`src/rtl/debounce_pkg.sv`:
```
// Shared types and defaults for the key debouncer.
// Channel FSM encoding plus debounce-length limits.
package debounce_pkg;

  typedef enum logic [1:0] {
    STABLE_LO = 2'd0,
    WAIT_HI   = 2'd1,
    STABLE_HI = 2'd2,
    WAIT_LO   = 2'd3
  } deb_state_e;

  localparam int DEBOUNCE_DEFAULT = 50000;
  localparam int DEBOUNCE_MIN     = 2;
  localparam int N_MAX            = 32;

endpackage

```
`src/rtl/debounce_chan.sv`:
```
// One debounce channel: 2-flop synchroniser, 4-state FSM,
// saturating-free stability counter and edge pulses.
module debounce_chan
  import debounce_pkg::*;
#(
  parameter int DEBOUNCE_CYCLES = DEBOUNCE_DEFAULT,
  parameter bit RESET_VAL       = 1'b1
) (
  input  logic clk,
  input  logic reset_n,
  input  logic din,
  output logic dout,
  output logic rise,
  output logic fall
);

  localparam int CW = $clog2(DEBOUNCE_CYCLES + 1);
  localparam logic [CW-1:0] CNT_LAST = CW'(DEBOUNCE_CYCLES - 1);
  localparam deb_state_e RST_STATE = RESET_VAL ? STABLE_HI : STABLE_LO;

  logic          sync1_q, sync2_q;
  deb_state_e    state_q, state_d;
  logic [CW-1:0] cnt_q, cnt_d;
  logic          rise_q, rise_d;
  logic          fall_q, fall_d;

  always_ff @(posedge clk or negedge reset_n) begin
    if (!reset_n) begin
      sync1_q <= RESET_VAL;
      sync2_q <= RESET_VAL;
      state_q <= RST_STATE;
      cnt_q   <= '0;
      rise_q  <= 1'b0;
      fall_q  <= 1'b0;
    end else begin
      sync1_q <= din;
      sync2_q <= sync1_q;
      state_q <= state_d;
      cnt_q   <= cnt_d;
      rise_q  <= rise_d;
      fall_q  <= fall_d;
    end
  end

  // Commit on the cycle the count would reach DEBOUNCE_CYCLES,
  // so dout moves DEBOUNCE_CYCLES+2 edges after din is sampled.
  always_comb begin
    state_d = state_q;
    cnt_d   = cnt_q;
    rise_d  = 1'b0;
    fall_d  = 1'b0;
    unique case (state_q)
      STABLE_LO: begin
        if (sync2_q) begin
          state_d = WAIT_HI;
          cnt_d   = CW'(1);
        end
      end
      WAIT_HI: begin
        if (!sync2_q) begin
          state_d = STABLE_LO;
          cnt_d   = '0;
        end else if (cnt_q == CNT_LAST) begin
          state_d = STABLE_HI;
          cnt_d   = '0;
          rise_d  = 1'b1;
        end else begin
          cnt_d = cnt_q + CW'(1);
        end
      end
      STABLE_HI: begin
        if (!sync2_q) begin
          state_d = WAIT_LO;
          cnt_d   = CW'(1);
        end
      end
      WAIT_LO: begin
        if (sync2_q) begin
          state_d = STABLE_HI;
          cnt_d   = '0;
        end else if (cnt_q == CNT_LAST) begin
          state_d = STABLE_LO;
          cnt_d   = '0;
          fall_d  = 1'b1;
        end else begin
          cnt_d = cnt_q + CW'(1);
        end
      end
      default: begin
        state_d = RST_STATE;
        cnt_d   = '0;
      end
    endcase
  end

  always_comb begin
    dout = (state_q == STABLE_HI) || (state_q == WAIT_LO);
    rise = rise_q;
    fall = fall_q;
  end

endmodule

```
`src/rtl/key_debounce.sv`:
```
// N-channel key debouncer with optional sticky event flags/irq.
// Sticky events are built only when KEY_DEBOUNCE_EVENT_EN is defined.
module key_debounce
  import debounce_pkg::*;
#(
  parameter int           N               = 4,
  parameter int           DEBOUNCE_CYCLES = DEBOUNCE_DEFAULT,
  parameter logic [N-1:0] RESET_VAL       = {N{1'b1}}
) (
  input  logic         clk,
  input  logic         reset_n,
  input  logic [N-1:0] din,
  output logic [N-1:0] dout,
  output logic [N-1:0] rise,
  output logic [N-1:0] fall,
  input  logic [N-1:0] clr,
  output logic [N-1:0] event_flag,
  output logic         irq
);

  if (DEBOUNCE_CYCLES < DEBOUNCE_MIN) begin : g_bad_cycles
    $error("key_debounce: DEBOUNCE_CYCLES must be >= 2");
  end
  if (N < 1 || N > N_MAX) begin : g_bad_n
    $error("key_debounce: N must be in 1..32");
  end

  for (genvar gi = 0; gi < N; gi++) begin : g_chan
    debounce_chan #(
      .DEBOUNCE_CYCLES (DEBOUNCE_CYCLES),
      .RESET_VAL       (RESET_VAL[gi])
    ) u_chan (
      .clk     (clk),
      .reset_n (reset_n),
      .din     (din[gi]),
      .dout    (dout[gi]),
      .rise    (rise[gi]),
      .fall    (fall[gi])
    );
  end

`ifdef KEY_DEBOUNCE_EVENT_EN
  logic [N-1:0] flag_q, flag_d;
  logic         irq_q, irq_d;

  // A new edge beats a clear arriving in the same cycle.
  always_comb begin
    flag_d = (flag_q & ~clr) | rise | fall;
    irq_d  = |flag_q;
  end

  always_ff @(posedge clk or negedge reset_n) begin
    if (!reset_n) begin
      flag_q <= '0;
      irq_q  <= 1'b0;
    end else begin
      flag_q <= flag_d;
      irq_q  <= irq_d;
    end
  end

  assign event_flag = flag_q;
  assign irq        = irq_q;
`else
  logic unused_clr;
  assign unused_clr = ^clr;
  assign event_flag = '0;
  assign irq        = 1'b0;
`endif

endmodule

```
`config.mk`:
```
export PLATFORM = sky130hd
export DESIGN_NAME = key_debounce
export DESIGN_NICKNAME = d
export VERILOG_FILES = /design/src/rtl/debounce_pkg.sv /design/src/rtl/debounce_chan.sv /design/src/rtl/key_debounce.sv
export SDC_FILE = /design/constraint.sdc
export NUM_CORES = 1
export LEC_CHECK = 0
export CAP_MARGIN = 20
export CORE_MARGIN = 3
export CORE_UTILIZATION = 64
export CTS_CLUSTER_DIAMETER = 150
export DETAILED_ROUTE_END_ITERATION = 7
export GPL_TIMING_DRIVEN = 0
export PLACE_DENSITY_LB_ADDON = 0.2
export RECOVER_POWER = 50
export SLEW_MARGIN = 20
export SYNTH_ARGS = -nofsm -noshare
export SYNTH_HDL_FRONTEND = slang
export SYNTH_SLANG_ARGS = --single-unit
export TNS_END_PERCENT = 1
```
`constraint.sdc`:
```
create_clock -name clk -period 5.64 [get_ports clk]
set_clock_uncertainty 0.2 [all_clocks]
set_input_delay 0.564 -clock clk [delete_from_list [all_inputs] [get_ports clk]]
set_output_delay 0.564 -clock clk [all_outputs]
set_load 0.05 [all_outputs]
```
==> flow_metrics.tcl <==
set metrics [dict create \
    fin_cells 572 \
    leakagePower_nw 2.12 \
    synth-async-reset-ratio_pct 100 \
    rr_startpoint "g_chan[1].u_chan.cnt_q[0]$_DFFE_PN0P_" \
    rows 29 \
    cts_buffer_depth 2 \
    worstMarginPinSlew_ns 1.62 \
    critPathArrivalTime_ns 1.95 \
    cts_tree "built" \
    synth-edff-count 0 \
    fin_util_pct 76.4 \
    area_delta_synth_final_pct 12.1 \
    rsz0062_at_grt "no" \
    yosysMostFrequentCell "dfrtp_1" \
    hpwl_um 6000 \
    antennaDiodeCount 0 \
    synth_top_area_share_pct 42.7 \
    reg2reg_to "g_chan[1].u_chan.cnt_q[10]$_DFFE_PN0P_" \
    cts_buffers 9 \
    ys_seq_area_share_pct 49.8 \
    timing.slew.headroom_pct -7.86 \
    status "complete, but fails checks" \
    r2r_slack_ns 3.03 \
    drtIter0Drc 171 \
    grt_antenna_before_repair 0 \
    synth_cells 456 \
    cts_root_buf "clkbuf_8" \
    die_w_um 89.4 \
    ys_ff_latch 88 \
    violations "capacitance limit, slew limit" \
    clkTransAtPathRegs_ns 0.09 \
    yosysWarnings 0 \
    place.gp.congestion 0.884 \
    grt_pass1_wl_um 15100 \
    slew_violations 29 \
    startpoint_type "flip-flop" \
    drv_cap 1 \
    synth_cell_types 55 \
    setup_viol 0 \
    end_kind "output pin" \
    final_hold_viol_count 0 \
    yosys.area.top_type "dfrtp_1" \
    worstPathMaxFanout 5 \
    cts.sinks 88 \
    timing.hold.ws_ns 0.164 \
    post_drt_wl_per_cell_um 15.5 \
    post-route-min-period_ns 2.72 \
    drt_wl_total_um 8850 \
    endpoint "dout[1]" \
    nets 504 \
    io_pins 27 \
    worstHoldPathType "flip-flop to flip-flop" \
    grt_pass1_vias 3252 \
    viasPerCell 6.14 \
    dp.cells 555 \
    grt_start_max_net_pins 61 \
    rr_worst_depth 8 \
    powerDensity_nw_per_um2 249 \
    dr.pass1.iters 4 \
    required_ns 4.88 \
    fmax_mhz 368 \
    htreeDepth 3 \
    grtUsageTotal_pct 24.3 \
    drc 0 \
    hold_depth 0 \
    power.total_w 0.00124 \
    vias 3511 \
    crit_type "flip-flop to output pin" \
    drive_gt1_share_pct 13.7 \
    tns_ns 0 \
    port_buffers 17 \
    synth_area_per_cell_um2 9.76 \
    antenna_left 0 \
    die_y_um 89.4 \
    finalCritPeriodShare_pct 48.2 \
    synth-main-ff-cell "dfrtp_1" \
    die-area_um2 7990 \
    peakVddDrop_mv 0.183 \
    initial_utilization_pct 68.1 \
    gr-total-overflow 0 \
    core_area_um2 6530 \
    synthTopCellsByArea "dfrtp_1, dfstp_2, nand2_1" \
    synthesis.area_um2 4450 \
    worstSkewPairLatency_ns 0.36 \
    yosys-top-cells-count "dfrtp_1, nand2_1, nor2_1" \
]
==> cells by family after synthesis <==
family                   Yosys count  share of synthesized area, %
buffers and inverters             38                          4.81
adder cells (fa/ha/maj)            4                          1.12
other                              1                        0.0843
flip-flops                        88                          49.8
XOR/XNOR                          18                          3.54
AO/OA/AOI/OAI                     96                          13.3
multiplexers                       9                          2.22
AND/OR/NAND/NOR                  202                          25.1
==> per-stage QoR <==
stage	worst slack (ns)	instance area, µm²
after floorplan	3.50	4460
after global placement	0.836	4730
after detailed placement	3.12	4760
after CTS	2.88	4990
after global routing	2.85	4990
final	2.92	4990
==> power by group <==
group | switching (W) | leakage [nW] | internal (W)
logic | 0.0000564 | 0.840 | 0.0000289
registers | 0.0000173 | 1.16 | 0.000648
clock network | 0.000228 | 0.113 | 0.000264
==> critical path, stage by stage, from the launching register on <==
cell and delay (ns):
dfstp_2 0.58, clkbuf_1 0.12, buf_4 0.11, clkdlybuf4s50_1 0.79
==> cell usage in the layout (no fill, tap or decap), types with 3 or more instances in the layout <==
cell type,n
a21oi_1,20
a21oi_2,4
a22o_1,5
a31oi_1,19
and2_1,5
and3_1,14
and4_1,6
buf_4,17
clkbuf_1,15
clkbuf_8,10
clkdlybuf4s50_1,12
conb_1,5
dfrtp_1,76
dfstp_2,12
dlygate4sd3_1,5
ha_1,4
inv_1,6
mux2_2,3
mux2i_1,5
nand2_1,44
nand3_1,22
nand4_1,11
nor2_1,39
nor3_1,14
nor3b_1,10
nor4bb_1,6
o21ai_0,32
or2_2,6
or3_1,7
xnor2_1,8
xor2_1,10
==> area by class of cell <==
cell class | count | area [µm²]
repair buffers | 19 | 201
flip-flops and latches | 88 | 2220
fillers | 438 | 1540
clock buffers | 10 | 138
multi-input cells | 334 | 2030
plain buffers | 32 | 191
inverters | 6 | 22.5
clock inverters | 6 | 90.1
well taps | 77 | 96.3
==> flip-flops by register name (all words and copies together) (netlist names), named ones only <==
| register | cells |
|---|---|
| g_chan.u_chan.sync1_q | 4 |
| g_chan.u_chan.state_q | 4 |
| g_chan.u_chan.fall | 4 |
| g_chan.u_chan.sync2_q | 4 |
| g_chan.u_chan.cnt_q | 64 |
| g_chan.u_chan.rise | 4 |
==> how the worst min path moves through the flow <==
stage | slack (ns) | startpoint | endpoint
global route | 0.16 | g_chan[2].u_chan.sync1_q$_DFF_PN1_ | g_chan[2].u_chan.sync2_q$_DFF_PN1_
global placement | 0.15 | g_chan[2].u_chan.sync1_q$_DFF_PN1_ | g_chan[2].u_chan.sync2_q$_DFF_PN1_
CTS | 0.16 | g_chan[2].u_chan.sync1_q$_DFF_PN1_ | g_chan[2].u_chan.sync2_q$_DFF_PN1_
finish | 0.16 | g_chan[0].u_chan.sync1_q$_DFF_PN1_ | g_chan[0].u_chan.sync2_q$_DFF_PN1_
detailed placement | 0.15 | g_chan[0].u_chan.sync1_q$_DFF_PN1_ | g_chan[0].u_chan.sync2_q$_DFF_PN1_
floorplan | 0.07 | reset_n | g_chan[0].u_chan.cnt_q[0]$_DFFE_PN0P_
==> layer usage <==
metal  vias up  share of wire (%)  global-route usage, %
met5         -                  0                      0
met4         0                1.1                   7.04
met3         8                4.7                   5.90
met2        91                 49                   38.6
met1      1704                 46                   33.4
li1       1708                  -                      -
==> timing repair <==
action	CTS	global route
resized for setup	0	0
hold buffers	1	0
setup buffers	0	0
setup endpoints to repair	0	0
hold endpoints to repair	25	0
Power figures use the tool's default switching activity.
